$ cat config.mk
export PLATFORM = sky130hd
export DESIGN_NAME = sprite_input_writer_flat
export DESIGN_NICKNAME = d
export VERILOG_FILES = /design/src/rtl/graphic_pkg.sv /design/src/rtl/sprite_input_writer_if.sv /design/src/rtl/button_debouncer.sv /design/src/rtl/sprite_input_writer.sv /design/src/flat_wrapper.sv
export SDC_FILE = /design/constraint.sdc
export NUM_CORES = 1
export LEC_CHECK = 0
export ABC_AREA = 1
export CORE_ASPECT_RATIO = 1.25
export CORE_MARGIN = 2
export CORE_UTILIZATION = 35
export DETAILED_ROUTE_END_ITERATION = 10
export PLACE_DENSITY_LB_ADDON = 0.3
export SLEW_MARGIN = 20
export SYNTH_ARGS = -nofsm -noshare
export SYNTH_HDL_FRONTEND = slang
export SYNTH_SLANG_ARGS = --single-unit
export TNS_END_PERCENT = 100
$ cat constraint.sdc
create_clock -name clk -period 3.35 [get_ports clk]
set_input_delay 0.67 -clock clk [delete_from_list [all_inputs] [get_ports clk]]
set_output_delay 0.67 -clock clk [all_outputs]
set_load 0.02 [all_outputs]
$ cat src/rtl/graphic_pkg.sv
// Shared types and constants for the sprite controller front end: write FSM
// states, opcodes and bus widths.
package graphic_pkg;

  localparam int ADDR_W = 30;
  localparam int DATA_W = 32;
  localparam int SEL_W  = 8;

  localparam logic [7:0] OP_HIGHLIGHT = 8'h01;
  localparam logic [7:0] OP_CONFIRM   = 8'h02;

  typedef enum logic [1:0] {IDLE, WR_HL, WR_CONF, GAP} wr_state_t;

  // Write data layout: opcode in the top byte, selection index in the low byte.
  function automatic logic [DATA_W-1:0] pack_write(input logic [7:0] op,
                                                   input logic [SEL_W-1:0] sel);
    return {op, 16'h0000, sel};
  endfunction

endpackage

$ cat src/rtl/sprite_input_writer_if.sv
// Button inputs and processor-side write port of the sprite controller.
interface sprite_input_writer_if;
  import graphic_pkg::*;

  logic              btn_i;
  logic              btn_confirm_i;
  logic              MW_o;
  logic [ADDR_W-1:0] address_o;
  logic [DATA_W-1:0] data_o;
  logic [SEL_W-1:0]  sel_o;
  logic              busy_o;

  modport master (
    input  btn_i, btn_confirm_i,
    output MW_o, address_o, data_o, sel_o, busy_o
  );

  modport slave (
    output btn_i, btn_confirm_i,
    input  MW_o, address_o, data_o, sel_o, busy_o
  );
endinterface

$ cat src/rtl/button_debouncer.sv
// Synchronizes a raw push-button, debounces it and emits a one-cycle pulse on
// each accepted press. Releases are filtered but produce no pulse.
module button_debouncer #(
  parameter int DEBOUNCE_CYCLES = 500000,
  parameter bit BTN_ACTIVE_LOW  = 1'b1
) (
  input  logic clk,
  input  logic rst,
  input  logic btn,
  output logic press
);

  localparam int              CNT_W    = (DEBOUNCE_CYCLES > 1) ? $clog2(DEBOUNCE_CYCLES) : 1;
  localparam logic [CNT_W-1:0] CNT_MAX = CNT_W'(DEBOUNCE_CYCLES - 1);
  localparam logic            IDLE_LVL = BTN_ACTIVE_LOW;

  logic             sync1, sync2;
  logic             stable;
  logic             level;
  logic [CNT_W-1:0] cnt;

  // level is 1 while the button is physically pressed, whatever the polarity.
  assign level = sync2 ^ IDLE_LVL;

  // NOTE: sequential state uses non-blocking assignments so every flop samples
  // the pre-edge values and the synchronizer chain does not collapse.
  always_ff @(posedge clk) begin
    if (rst) begin
      sync1  <= IDLE_LVL;
      sync2  <= IDLE_LVL;
      stable <= 1'b0;
      cnt    <= '0;
      press  <= 1'b0;
    end else begin
      sync1 <= btn;
      sync2 <= sync1;
      press <= 1'b0;
      if (level == stable) begin
        cnt <= '0;
      end else if (cnt == CNT_MAX) begin
        stable <= level;
        cnt    <= '0;
        press  <= level;
      end else begin
        cnt <= cnt + 1'b1;
      end
    end
  end

endmodule

$ cat src/rtl/sprite_input_writer.sv
// Turns the "next" and "confirm" buttons into single-cycle register writes on
// the sprite controller's processor write port.
module sprite_input_writer
  import graphic_pkg::*;
#(
  parameter int                N_OPTIONS       = 4,
  parameter int                DEBOUNCE_CYCLES = 500000,
  parameter bit                BTN_ACTIVE_LOW  = 1'b1,
  parameter logic [ADDR_W-1:0] HL_ADDR         = 30'h0000_0100,
  parameter logic [ADDR_W-1:0] CONF_ADDR       = 30'h0000_0101
) (
  input  logic                  clk,
  input  logic                  rst,
  sprite_input_writer_if.master bus
);

  localparam logic [SEL_W-1:0] SEL_MAX = SEL_W'(N_OPTIONS - 1);

  logic next_press, conf_press;

  wr_state_t         state, next_state;
  logic [SEL_W-1:0]  sel, sel_nxt;
  logic [SEL_W-1:0]  conf_sel, conf_sel_nxt;
  logic              hl_pending, hl_pend_nxt;
  logic              conf_pending, conf_pend_nxt;
  logic              mw;
  logic              busy;
  logic [ADDR_W-1:0] address;
  logic [DATA_W-1:0] data;

  button_debouncer #(
    .DEBOUNCE_CYCLES (DEBOUNCE_CYCLES),
    .BTN_ACTIVE_LOW  (BTN_ACTIVE_LOW)
  ) u_next_db (
    .clk   (clk),
    .rst   (rst),
    .btn   (bus.btn_i),
    .press (next_press)
  );

  button_debouncer #(
    .DEBOUNCE_CYCLES (DEBOUNCE_CYCLES),
    .BTN_ACTIVE_LOW  (BTN_ACTIVE_LOW)
  ) u_conf_db (
    .clk   (clk),
    .rst   (rst),
    .btn   (bus.btn_confirm_i),
    .press (conf_press)
  );

  // NOTE: every always_comb output gets a default first so no path leaves it
  // unassigned and no latch is inferred.
  always_comb begin
    sel_nxt       = sel;
    conf_sel_nxt  = conf_sel;
    hl_pend_nxt   = hl_pending;
    conf_pend_nxt = conf_pending;
    next_state    = state;

    if (next_press) sel_nxt = (sel == SEL_MAX) ? '0 : sel + 1'b1;
    if (conf_press) conf_sel_nxt = sel;

    unique case (state)
      IDLE: begin
        if (conf_pending)    next_state = WR_CONF;
        else if (hl_pending) next_state = WR_HL;
      end
      WR_HL: begin
        hl_pend_nxt = 1'b0;
        next_state  = GAP;
      end
      WR_CONF: begin
        conf_pend_nxt = 1'b0;
        next_state    = GAP;
      end
      GAP:     next_state = IDLE;
      default: next_state = IDLE;
    endcase

    // A press landing on the strobe cycle re-arms the request (set wins).
    if (next_press) hl_pend_nxt   = 1'b1;
    if (conf_press) conf_pend_nxt = 1'b1;
  end

  // Outputs are registered from next-state values so the strobe lines up with
  // the WR_* state and its data matches sel/conf_sel during that cycle.
  always_ff @(posedge clk) begin
    if (rst) begin
      state        <= IDLE;
      sel          <= '0;
      conf_sel     <= '0;
      hl_pending   <= 1'b0;
      conf_pending <= 1'b0;
      mw           <= 1'b0;
      busy         <= 1'b0;
      address      <= '0;
      data         <= '0;
    end else begin
      state        <= next_state;
      sel          <= sel_nxt;
      conf_sel     <= conf_sel_nxt;
      hl_pending   <= hl_pend_nxt;
      conf_pending <= conf_pend_nxt;
      busy         <= hl_pend_nxt | conf_pend_nxt | (next_state != IDLE);
      mw           <= 1'b0;
      if (next_state == WR_HL) begin
        mw      <= 1'b1;
        address <= HL_ADDR;
        data    <= pack_write(OP_HIGHLIGHT, sel_nxt);
      end else if (next_state == WR_CONF) begin
        mw      <= 1'b1;
        address <= CONF_ADDR;
        data    <= pack_write(OP_CONFIRM, conf_sel_nxt);
      end
    end
  end

  assign bus.MW_o      = mw;
  assign bus.address_o = address;
  assign bus.data_o    = data;
  assign bus.sel_o     = sel;
  assign bus.busy_o    = busy;

endmodule
$ cat src/flat_wrapper.sv
// flat-port wrapper written by rule: the top's interface ports become plain ports
module sprite_input_writer_flat import graphic_pkg::*;
#(
  parameter int                N_OPTIONS       = 4,
  parameter int                DEBOUNCE_CYCLES = 500000,
  parameter bit                BTN_ACTIVE_LOW  = 1'b1,
  parameter logic [ADDR_W-1:0] HL_ADDR         = 30'h0000_0100,
  parameter logic [ADDR_W-1:0] CONF_ADDR       = 30'h0000_0101
)
  (clk, rst, bus_btn_i, bus_btn_confirm_i, bus_MW_o, bus_address_o, bus_data_o, bus_sel_o, bus_busy_o);
  sprite_input_writer_if bus_i ();
  input  logic clk;
  input  logic rst;
  input wire logic [$bits(bus_i.btn_i)-1:0] bus_btn_i;
  input wire logic [$bits(bus_i.btn_confirm_i)-1:0] bus_btn_confirm_i;
  output wire logic [$bits(bus_i.MW_o)-1:0] bus_MW_o;
  output wire logic [$bits(bus_i.address_o)-1:0] bus_address_o;
  output wire logic [$bits(bus_i.data_o)-1:0] bus_data_o;
  output wire logic [$bits(bus_i.sel_o)-1:0] bus_sel_o;
  output wire logic [$bits(bus_i.busy_o)-1:0] bus_busy_o;
  assign bus_i.btn_i = bus_btn_i;
  assign bus_i.btn_confirm_i = bus_btn_confirm_i;
  assign bus_MW_o = bus_i.MW_o;
  assign bus_address_o = bus_i.address_o;
  assign bus_data_o = bus_i.data_o;
  assign bus_sel_o = bus_i.sel_o;
  assign bus_busy_o = bus_i.busy_o;
  sprite_input_writer #(.N_OPTIONS(N_OPTIONS), .DEBOUNCE_CYCLES(DEBOUNCE_CYCLES), .BTN_ACTIVE_LOW(BTN_ACTIVE_LOW), .HL_ADDR(HL_ADDR), .CONF_ADDR(CONF_ADDR)) u_core (.clk(clk), .rst(rst), .bus(bus_i));
endmodule
=== Word-level counts from Yosys, hierarchy flattened ===
Cells that the tools add are included.

* Add/subtract/negate cells: 3
* Equal/unequal tests: 10
* Multiplexer cells: 16
* Bitwise logic cells: 8
* Reductions and logical operators: 11

{| class="wikitable"
|+ Operators by type and width
! kind !! number
|-
| 25-bit two-way mux || 2
|-
| 19-bit by 1-bit adder with 19-bit output (second input constant) || 2
|-
| 19-bit == test (second input constant) || 2
|-
| 8-bit two-way mux || 3
|-
| 9-bit two-way mux || 2
|-
| 3-bit OR reduction || 4
|-
| 8-bit by 1-bit adder with 8-bit output (second input constant) || 1
|-
| 8-bit by 2-bit == test with 1-bit output (second input constant) || 1
|-
| 2-bit == test (second input constant) || 3
|-
| 1-bit two-way mux || 6
|-
| 1-bit NOT || 6
|-
| 2-bit case mux with 3 select lines || 1
|-
| 2-bit by 1-bit == test with 1-bit output (second input constant) || 2
|-
| 2-bit two-way mux || 2
|-
| 2-bit AND reduction || 2
|-
| 2-bit nonzero test || 2
|-
| 2-bit OR reduction || 2
|-
| 1-bit == test || 2
|-
| 2-bit zero test || 1
|-
| 1-bit bitwise OR || 2
|}

* Flip-flop bits (word level): 79
* Input port bits: 4
* Output and inout port bits: 72
* Logic and storage cells: 68

=== Depth between registers and ports, before layout ===
* Depth after elaboration: 6
* Mapped depth: 14
* Gate-level depth less buffers: 14

=== Hierarchy ===
A second synthesis with hierarchy kept.

* Cell total of the unflattened synthesis: 600
* Area, all modules: 4,302.9 um2

{| class="wikitable"
|+ By module, submodules not included
! module !! instances !! cells each !! area each (um2) !! seq. area each (um2)
|-
| button_debouncer || 2 || 169 || 1,216.2 || 460.4
|-
| sprite_input_writer || 1 || 262 || 1,870.5 || 660.6
|}

=== Worst setup path before layout ===
No wires, ideal clock.

* Path type: reg2reg
* Start point: register u_core.state[0]
* End point: register u_core.data[3], in the netlist u_core.bus.data_o[3]
* Setup time: 70 ps
* Arrival: 1,916 ps
* Required time: 3,280 ps
* Slack: 1,363 ps
* Cell stages (with the launch flop): 12
* Path buffers: 1
* Clock period less this slack: 1,987 ps
* Path through: dfxtp_1 -> inv_1 -> ha_1 -> inv_1 -> a22oi_1 -> inv_1 -> ha_1 -> inv_1 -> clkbuf_1 -> nand2_1 -> a21boi_0 -> a21oi_1

* Cells in the longest elaborated chain, start to end: 5
* Elaborated cells on any way between the ends: 12
* Those cells by class: eq/ne: 5; mux: 4; reduce/logical: 3

{| class="wikitable"
|+ RTL lines
! what !! RTL line !! text
|-
| start, declared || sprite_input_writer.sv:21 || <nowiki>wr_state_t state, next_state;</nowiki>
|-
| start signal, assigned || sprite_input_writer.sv:99 || <nowiki>state <= next_state;</nowiki>
|-
| 2-bit by 1-bit == test with 1-bit output / 2-bit == test (equally long branches) || sprite_input_writer.sv:63 || <nowiki>unique case (state)</nowiki>
|-
| 2-bit OR reduction (no source line) || n/a ||
|-
| 2-bit case mux with 3 select lines * || sprite_input_writer.sv:63 ||
|-
| net u_core.next_state[1] || sprite_input_writer.sv:21 ||
|-
| 2-bit by 1-bit == test with 1-bit output / 2-bit == test (equally long branches) || sprite_input_writer.sv:106, sprite_input_writer.sv:110 ||
|-
| 25-bit two-way mux / 2-bit nonzero test (equally long branches) || n/a ||
|-
| end signal, assigned || sprite_input_writer.sv:109 || <nowiki>data <= pack_write(OP_HIGHLIGHT, sel_nxt);</nowiki>
|-
| end signal, assigned || sprite_input_writer.sv:113 || <nowiki>data <= pack_write(OP_CONFIRM, conf_sel_nxt);</nowiki>
|-
| end, declared || sprite_input_writer.sv:29 || <nowiki>logic [DATA_W-1:0] data;</nowiki>
|}

The timed path passes the listed nets; every way through them passes the cells marked *.
A chain may end at the register's enable or synchronous reset.

=== Worst setup path after layout ===
* Start point: register u_core.state[0]
* End point: register u_core.data[7], in the netlist u_core.bus.data_o[7]

Same word-level chain as after synthesis.

==> flow_metrics.tcl <==
set metrics [dict create \
    antenna_found_initial 0 \
    fmax_mhz 416 \
    path_buf_inv 5 \
    period_needed_ns 2.40 \
    p_leak_nw 1.80 \
    critPathSlowestCell "dfxtp_1" \
    cts.htree.levels 3 \
    outcome "finished, final reports clean" \
    clockRootBuffer "clkbuf_16" \
    grt_max_degree 21 \
    setup_slack_ns 0.948 \
    fin_nets 657 \
    die_h_um 127 \
    core.rowCount 45 \
    cts_resized 0 \
    cpPeakStageDelay_ns 0.35 \
    place_ws_ns 0.936 \
    worstSkewPairLatency_ns 0.34 \
    finalCritPeriodShare_pct 71.7 \
    rsz0062_at_grt "no" \
    setup_violations 0 \
    dieArea_sq_um 13100 \
    synth_top_flop_cell "dfxtp_1" \
    layout_common_cells "147 x nand2_1, 98 x nor2_1, 79 x dfxtp_1, 71 x inv_1, 50 x conb_1" \
    first_iter_violations 135 \
    cp.arrival_ns 2.68 \
    cts_max_path_buffers 2 \
    hpwlAfterDp_mm 6.53 \
    gp_congestion 0.836 \
    path_clk_slew_ns 0.06 \
    yosys_warnings 0 \
    postCtsSetupBuffers 0 \
    final_max_slew_viol_count 0 \
    cts-buffers-inserted 9 \
    cp_max_fo 11 \
    syn_area_sq_um 4270 \
    slew_headroom_pct 55.6 \
    synth-seq-cells 79 \
    synth_cell_type_count 35 \
    required_ns 3.63 \
    portBuffers 25 \
    track_usage_pct 14.4 \
    finClkSkew_ns 0.00563 \
    crit_family "adder cells" \
    wire_per_inst_um 10.7 \
    route.vias.total 3621 \
    drive_gt1_share_pct 6.63 \
    wl_met3_um 402 \
    syn_to_final_growth_pct 12.7 \
    hp-start "u_core.u_conf_db.sync1$_SDFF_PP1_" \
    crit_path_cell_trace "inv_1 -> ha_1 -> inv_1 -> a22oi_1 -> inv_1 -> ha_1 -> inv_1 -> nor2_1 -> inv_1 -> o21ai_0 -> nor2_1 -> nor2_1" \
    vias_per_cell 4.45 \
    setup-tns-final_ns 0 \
    core_sq_um 12000 \
    tritoncts "done" \
    synth_cells 619 \
    grt_pass1_vias 3531 \
    dr.max_layer_used "met4" \
    critPathKind "flop to flop" \
    wl_mm 8.66 \
    synth-edff-count 0 \
    drc 0 \
    die_x_um 103 \
    yosysSeqAreaShare_pct 37.1 \
    firstDrtPassIters 6 \
    crit_path_end_kind "flop" \
    drt-met1-wl_mm 3.78 \
    max_slew.worst_pin.slew_ns 0.664 \
    layout_commonest_cell "nand2_1" \
    finalHoldViolCount 0 \
    hp-class "flop to flop" \
    cts_sinks 79 \
    power_density_nw_per_um2 478 \
    start_util_pct 35.4 \
    max-vdd-ir-drop_uv 305 \
    hold_buffers 0 \
    r2r-start "u_core.state[0]$_SDFF_PP0_" \
    pin_count 76 \
    dr_wl_met2_mm 4.29 \
    critPathLaunchType "flop" \
    grt_pass1_wl_mm 15.2 \
    crit_top_cell "inv_1" \
    syn_area_per_cell_sq_um 6.89 \
    async_flop_share_pct 0 \
    grt_overflow_total 0 \
    cp-startpoint "u_core.state[0]$_SDFF_PP0_" \
    drv_cap 0 \
    ant_nets 0 \
    diodes 0 \
]
==> where the power goes <==
part	total [mW]	switching, mW	internal (mW)
logic	0.253	0.182	0.0701
registers	0.970	0.0100	0.960
clock network	1.07	0.397	0.676
==> worst paths after layout <==
| check | to | slack, ns | depth (start not counted) |
|---|---|---|---|
| worst min-delay path | u_core.u_conf_db.sync2$_SDFF_PP1_ | 0.41 | 1 |
| worst max-delay path | u_core.bus.data_o[7]$_SDFFE_PP0P_ | 0.95 | 12 |
| worst min register to register | u_core.u_conf_db.sync2$_SDFF_PP1_ | 0.41 | 1 |
| worst max register to register | u_core.bus.data_o[7]$_SDFFE_PP0P_ | 0.95 | 12 |
==> metrics by stage <==
stage | cell area (sq um) | hold WS, ns | std cells | power (mW) | utilization [%]
after global placement | 4470 | 0.395 | 797 | 1.24 | 37.1
final | 4810 | 0.414 | 813 | 2.30 | 39.9
after CTS | 4810 | 0.416 | 813 | 2.32 | 39.9
after floorplan | 4450 | 0.389 | 668 | 1.23 | -
after global routing | 4810 | 0.451 | 813 | 2.40 | 39.9
after detailed placement | 4470 | 0.396 | 797 | 1.24 | 37.1
==> sequential cells by signal, indices dropped and copies added, names as in the netlist, 2 cells and up <==
signal	count
u_core.u_next_db.cnt	19
u_core.state	2
u_core.bus.address_o	2
u_core.bus.sel_o	8
u_core.conf_sel	8
u_core.bus.data_o	9
u_core.u_conf_db.cnt	19
==> synth_stat cells (4+ instances only) <==
cell type  count  area, sq um
clkbuf_1       5         18.8
nand4_1       15         93.8
a21oi_1       30          150
xor2_1         5         43.8
dfxtp_1       79         1580
nand3_1       39          195
xnor2_1        5         43.8
o21a_1         4         30.0
nor2_1        98          368
buf_4         52          390
nor3_1         5         25.0
inv_1         71          267
o21ai_0       12         60.1
nor2_4         4         45.0
nand2_1      147          552
or2_2          5         31.3
nor2_2         6         37.5
ha_1           9          113
==> kinds of logic after synthesis <==
group                    Yosys count  synth area share [%]
AO/OA/AOI/OAI                     52                  6.66
other                              1                0.0879
AND/OR/NAND/NOR                  333                  34.6
XOR/XNOR                          10                  2.05
flip-flops                        79                  37.1
adder cells (fa/ha/maj)            9                  2.64
buffers and inverters            135                  16.9
==> layer usage <==
layer | vias up | GRT usage (%)
li1 | 1887 | -
met1 | 1619 | 16.3
met2 | 99 | 25.0
met3 | 16 | 3.67
met4 | 0 | 7.04
met5 | - | 0
==> cell type report <==
cell class	instances	area, sq um
Sequential cell	79	1580
Multi-Input combinational cell	454	2150
Clock inverter	6	93.8
Inverter	73	274
Clock buffer	10	239
Timing Repair Buffer	27	265
Fill cell	1279	7240
Tap cell	164	205
Note: power is estimated with default switching activity, not from simulation.
